## config.mk

```make
export PLATFORM = sky130hd
export DESIGN_NAME = button_press_conditioner
export DESIGN_NICKNAME = d
export VERILOG_FILES = /design/src/rtl/games_common_pkg.sv /design/src/rtl/sync_2ff.sv /design/src/rtl/button_press_conditioner.sv
export SDC_FILE = /design/constraint.sdc
export NUM_CORES = 1
export LEC_CHECK = 0
export CAP_MARGIN = 40
export CORE_MARGIN = 1
export CORE_UTILIZATION = 45
export DETAILED_ROUTE_END_ITERATION = 6
export HOLD_SLACK_MARGIN = 0.06
export SLEW_MARGIN = 10
export SYNTH_ARGS = -nofsm -noshare
export SYNTH_HDL_FRONTEND = slang
export SYNTH_SLANG_ARGS = --single-unit
```

## constraint.sdc

```tcl
create_clock -name clk -period 3.15 [get_ports clk]
set_clock_uncertainty 0.05 [all_clocks]
set_input_delay 0.7875 -clock clk [delete_from_list [all_inputs] [get_ports clk]]
set_output_delay 0.7875 -clock clk [all_outputs]
set_load 0.02 [all_outputs]
```

## src/rtl/games_common_pkg.sv

```systemverilog
// Shared timing defaults and hold-state encoding for the game input conditioners.
package games_common_pkg;

    localparam int DEBOUNCE_CYCLES_DEF   = 16;
    localparam int LONG_PRESS_CYCLES_DEF = 50000;
    localparam int REPEAT_CYCLES_DEF     = 10000;

    typedef enum logic [1:0] {
        ST_IDLE = 2'd0,
        ST_HELD = 2'd1,
        ST_LONG = 2'd2
    } btn_state_e;

endpackage

```

## src/rtl/sync_2ff.sv

```systemverilog
// Two-flop synchronizer for a single asynchronous bit, synchronous reset to 0.
module sync_2ff (
    input  logic clk_i,
    input  logic reset_i,
    input  logic d_i,
    output logic q_o
);

    logic meta_q;
    logic sync_q;

    always_ff @(posedge clk_i) begin
        if (reset_i) begin
            meta_q <= 1'b0;
            sync_q <= 1'b0;
        end else begin
            meta_q <= d_i;
            sync_q <= meta_q;
        end
    end

    assign q_o = sync_q;

endmodule

```

## src/rtl/button_press_conditioner.sv

```systemverilog
// Raw button pin -> synchronized, debounced level plus single-cycle press,
// release, long-press and auto-repeat events.
module button_press_conditioner
    import games_common_pkg::*;
#(
    parameter int DEBOUNCE_CYCLES   = DEBOUNCE_CYCLES_DEF,
    parameter int LONG_PRESS_CYCLES = LONG_PRESS_CYCLES_DEF,
    parameter int REPEAT_CYCLES     = REPEAT_CYCLES_DEF
) (
    input  logic       clk,
    input  logic       reset,
    input  logic       btn,
    input  logic       repeat_en,
    output logic       level,
    output logic       press_pulse,
    output logic       release_pulse,
    output logic       long_pulse,
    output logic       repeat_pulse,
    output btn_state_e fsm_state_o
);

    localparam int DB_W   = $clog2(DEBOUNCE_CYCLES + 1);
    localparam int HOLD_W = $clog2(LONG_PRESS_CYCLES + 1);
    localparam int REP_W  = $clog2(REPEAT_CYCLES + 1);

    localparam logic [DB_W-1:0]   DB_LAST   = DB_W'(DEBOUNCE_CYCLES - 1);
    localparam logic [HOLD_W-1:0] HOLD_LAST = HOLD_W'(LONG_PRESS_CYCLES - 1);
    localparam logic [REP_W-1:0]  REP_LAST  = REP_W'(REPEAT_CYCLES - 1);

    logic              btn_s;
    logic              level_q, level_d;
    logic [DB_W-1:0]   db_cnt_q, db_cnt_d;
    logic [HOLD_W-1:0] hold_cnt_q;
    logic [REP_W-1:0]  rep_cnt_q;
    btn_state_e        state_q;
    logic              press_q, release_q, long_q, repeat_q;
    logic              level_rise, level_fall;

    sync_2ff u_sync (
        .clk_i   (clk),
        .reset_i (reset),
        .d_i     (btn),
        .q_o     (btn_s)
    );

    // A level change is accepted only after DEBOUNCE_CYCLES consecutive disagreeing samples.
    always_comb begin
        level_d  = level_q;
        db_cnt_d = '0;
        if (btn_s != level_q) begin
            if (db_cnt_q == DB_LAST) begin
                level_d = ~level_q;
            end else begin
                db_cnt_d = db_cnt_q + DB_W'(1);
            end
        end
    end

    // Edges are taken from the next level so the pulses line up with the new level's first cycle.
    assign level_rise = level_d & ~level_q;
    assign level_fall = ~level_d & level_q;

    always_ff @(posedge clk) begin
        if (reset) begin
            level_q    <= 1'b0;
            db_cnt_q   <= '0;
            hold_cnt_q <= '0;
            rep_cnt_q  <= '0;
            state_q    <= ST_IDLE;
            press_q    <= 1'b0;
            release_q  <= 1'b0;
            long_q     <= 1'b0;
            repeat_q   <= 1'b0;
        end else begin
            level_q   <= level_d;
            db_cnt_q  <= db_cnt_d;
            press_q   <= 1'b0;
            release_q <= 1'b0;
            long_q    <= 1'b0;
            repeat_q  <= 1'b0;
            case (state_q)
                ST_IDLE: begin
                    if (level_rise) begin
                        press_q    <= 1'b1;
                        hold_cnt_q <= '0;
                        state_q    <= ST_HELD;
                    end
                end
                ST_HELD: begin
                    if (level_fall) begin
                        release_q  <= 1'b1;
                        hold_cnt_q <= '0;
                        rep_cnt_q  <= '0;
                        state_q    <= ST_IDLE;
                    end else if (hold_cnt_q == HOLD_LAST) begin
                        long_q    <= 1'b1;
                        rep_cnt_q <= '0;
                        state_q   <= ST_LONG;
                    end else begin
                        hold_cnt_q <= hold_cnt_q + HOLD_W'(1);
                    end
                end
                ST_LONG: begin
                    // hold_cnt_q stays parked at HOLD_LAST for the rest of the press.
                    if (level_fall) begin
                        release_q  <= 1'b1;
                        hold_cnt_q <= '0;
                        rep_cnt_q  <= '0;
                        state_q    <= ST_IDLE;
                    end else if (rep_cnt_q == REP_LAST) begin
                        repeat_q  <= repeat_en;
                        rep_cnt_q <= '0;
                    end else begin
                        rep_cnt_q <= rep_cnt_q + REP_W'(1);
                    end
                end
                default: begin
                    hold_cnt_q <= '0;
                    rep_cnt_q  <= '0;
                    state_q    <= ST_IDLE;
                end
            endcase
        end
    end

    assign level         = level_q;
    assign press_pulse   = press_q;
    assign release_pulse = release_q;
    assign long_pulse    = long_q;
    assign repeat_pulse  = repeat_q;
    assign fsm_state_o   = state_q;

endmodule

```

==> metrics.md <==
| Metric | Value |
|---|---|
| Cell area after layout | `approximately 2400 µm²` |
| Final wirelength | `4.42 mm` |
| WS Path Type | `flop to flop` |
| Seq/Total Area, Yosys | `0.409` |
| Vias in the first global route | `1709` |
| Drc violations | `0` |
| Nets | `269` |
| Minimum clock period | `about 2.5 ns` |
| Least-Margin Pin Slew | `between 0.6 and 0.7 ns` |
| DR pass1 iterations | `6` |
| Maxcap violations | `0` |
| Syn nets | `between 200 and 300` |
| R2r startpoint | `db_cnt_q[0]` |
| Async set or reset register ratio after synthesis | `0` |
| Root Buffer Master | `clkbuf_8` |
| I/O Buffers | `10` |
| Largest net degree at the start of global routing | `14` |
| Setup tns final | `0 ns` |
| Fin. Hold Viols | `0` |
| Placed insts | `303` |
| Syn Inst Count | `243` |
| Core Util, Final | `0.541` |
| Post-CTS resize count | `0` |
| Count leader, synth | `dfxtp_1` |
| Synthesized flop and latch total | `44` |
| Layout Cells excl Fill | `310` |
| 1st-iter DRT viols | `between 80 and 90` |
| Post-Syn Area | `2150 µm²` |
| Initial antenna violation count | `0` |
| Share of cells above drive strength 1 | `0.0969` |
| Main synth FF type | `dfxtp_1` |
| Synth warn | `0` |
| GRT Util Overall | `0.196` |
| Hold Startpoint | `db_cnt_q[0]` |
| CTS buffer count | `5` |
| RSZ-0062 raised after global routing | `no` |
| Leakage power | `0.897 nW` |
| Global route total overflow | `0` |
| First-pass GRT wire length | `7.93 mm` |
| Tot Pwr | `0.00100 W` |
| Number of diodes | `0` |
| DP Area | `2320 µm²` |
| Crit path from | `db_cnt_q[0]` |
| Area share of the largest cell type after synthesis | `0.409` |
| Fin. max-slew vios | `0` |
| PwrDens | `415 nW/µm²` |
| Rows | `24` |
| Total number of vias | `1772` |
| Peak supply drop | `0.000196 V` |
| Top cell type by total area after synthesis | `dfxtp_1` |
| Starting Density | `0.481` |
| Startpoint Class | `flop` |
| Outcome | `finished, final reports clean` |
| Hold_buf cts | `0` |
| # Post-CTS Setup Buffers | `0` |
| Die area | `5070 µm²` |
| H-tree levels | `2` |
| Die H | `71.2 µm` |
| CP Data Arrival Time | `2.61 ns` |
| Ports | `11` |
| Detailed placement HPWL | `about 3.1 mm` |
| Die X-Extent | `71.2 µm` |
| # setup viols final | `0` |
| Worst skew pair latency | `0.29 ns` |
| Post-synth cell types | `50` |
| CTS tree | `done` |
| Area Overhead vs Synth | `12.3%` |
| Mapped Avg Cell Area | `8.86 µm²` |
| HP Class | `flop to flop` |
| Post-synth EDFFs | `0` |
| CP Capture Type | `flop` |
| Clk pin slew, worst setup/hold paths | `roughly 0.08 ns` |
| Clk sinks | `44` |
| Relative slew slack | `0.557` |
| Critical Path RT | `approximately 3.3 ns` |
| Crit-path max FO | `13` |
| GPL Wtd Cong | `between 0.7 and 0.8` |
| Via density per instance | `~5.7` |
| Synth top area cells | `dfxtp_1 41%, nor2_1 5.6%, xnor2_1 5.3%` |
| Synth top cells by count | `44 x dfxtp_1, 32 x nor2_1, 13 x xnor2_1` |
| DRT antenna net count | `0` |
| CTS max path bufs | `2` |
| Drt wl/cell | `between 10 and 15 µm` |
| Period utilization | `0.783` |
| Placeable Area | `4470 µm²` |
| Achievable Freq | `0.405 GHz` |
-- path summary, 6_finish.rpt --
check / to / slack [ns] / cells after the start
setup / recovery: hold_cnt_q[7] / 0.68 / 9
hold / removal: db_cnt_q[0] / 0.40 / 1
setup reg to reg: hold_cnt_q[7] / 0.68 / 9
hold reg to reg: db_cnt_q[0] / 0.40 / 1
-- area by class of cell --
class,count,area [µm²]
fillers,416,2060
clock buffers,7,96.3
inverters,10,37.5
flip-flops and latches,44,881
well taps,52,65.1
multi-input cells,181,1200
repair buffers,16,143
-- cell families after synthesis --
| group | after synthesis | share of synthesized area |
|---|---|---|
| compound gates | 40 | 0.139 |
| xor+xnor | 15 | 0.0610 |
| flops | 44 | 0.409 |
| fa+ha+maj | 7 | 0.0407 |
| buf+inv | 18 | 0.0354 |
| simple gates | 116 | 0.300 |
| mux | 3 | 0.0139 |
-- placed cells by master, fill, tap and decap left out, drive strengths merged, types with 3 or more instances in the layout --
cell type,Yosys,layout
a211oi,3,3
a21o,7,7
a21oi,6,6
a22o,5,5
a32oi,3,3
and3,8,8
and4,3,3
buf,3,6
clkbuf,5,7
clkdlybuf4s50,0,10
dfxtp,44,44
ha,7,7
inv,10,10
mux2i,3,3
nand2,12,12
nand3,11,11
nand4,6,6
nor2,32,32
nor2b,5,5
nor3,11,11
nor4,11,11
o21ai,6,6
o31ai,3,3
or3,3,3
xnor2,13,13
-- routing by layer --
layer | GRT usage | part of all wire | vias up | wire, µm
li1 | - | - | 919 | -
met1 | 0.282 | 0.54 | 824 | 2400
met2 | 0.288 | 0.41 | 23 | 1830
met3 | 0.0499 | 0.031 | 6 | 137
met4 | 0.0600 | 0.013 | 0 | 56
met5 | 0 | 0 | - | 0
-- critical path: stages, from the launching register on --
cell and delay, ns:
dfxtp_1 0.35, ha_1 0.19, and3_1 0.16, ha_1 0.26
nor4bb_1 0.46, nor3_1 0.11, buf_4 0.20, nor4b_1 0.37
xnor2_1 0.16, nor2_1 0.05
-- where the power goes --
group / internal, W / leakage (nW) / switching [W]
registers: 0.000558 / 0.355 / 0.00000264
logic: 0.0000262 / 0.491 / 0.0000398
clock network: 0.000195 / 0.0503 / 0.000182
total: 0.000780 / 0.897 / 0.000224
-- metrics by stage --
step	setup slack [ns]	hold slack (ns)
after floorplan	0.839	0.364
after global placement	0.511	0.366
after detailed placement	0.550	0.379
after CTS	0.655	0.402
after global routing	0.407	0.424
final	0.683	0.397
-- sequential cells by signal, indices dropped and copies added (netlist names), 2 cells and up --
name         count
hold_cnt_q      16
rep_cnt_q       14
db_cnt_q         5
fsm_state_o      2
Note: power is estimated with default switching activity, not from simulation.
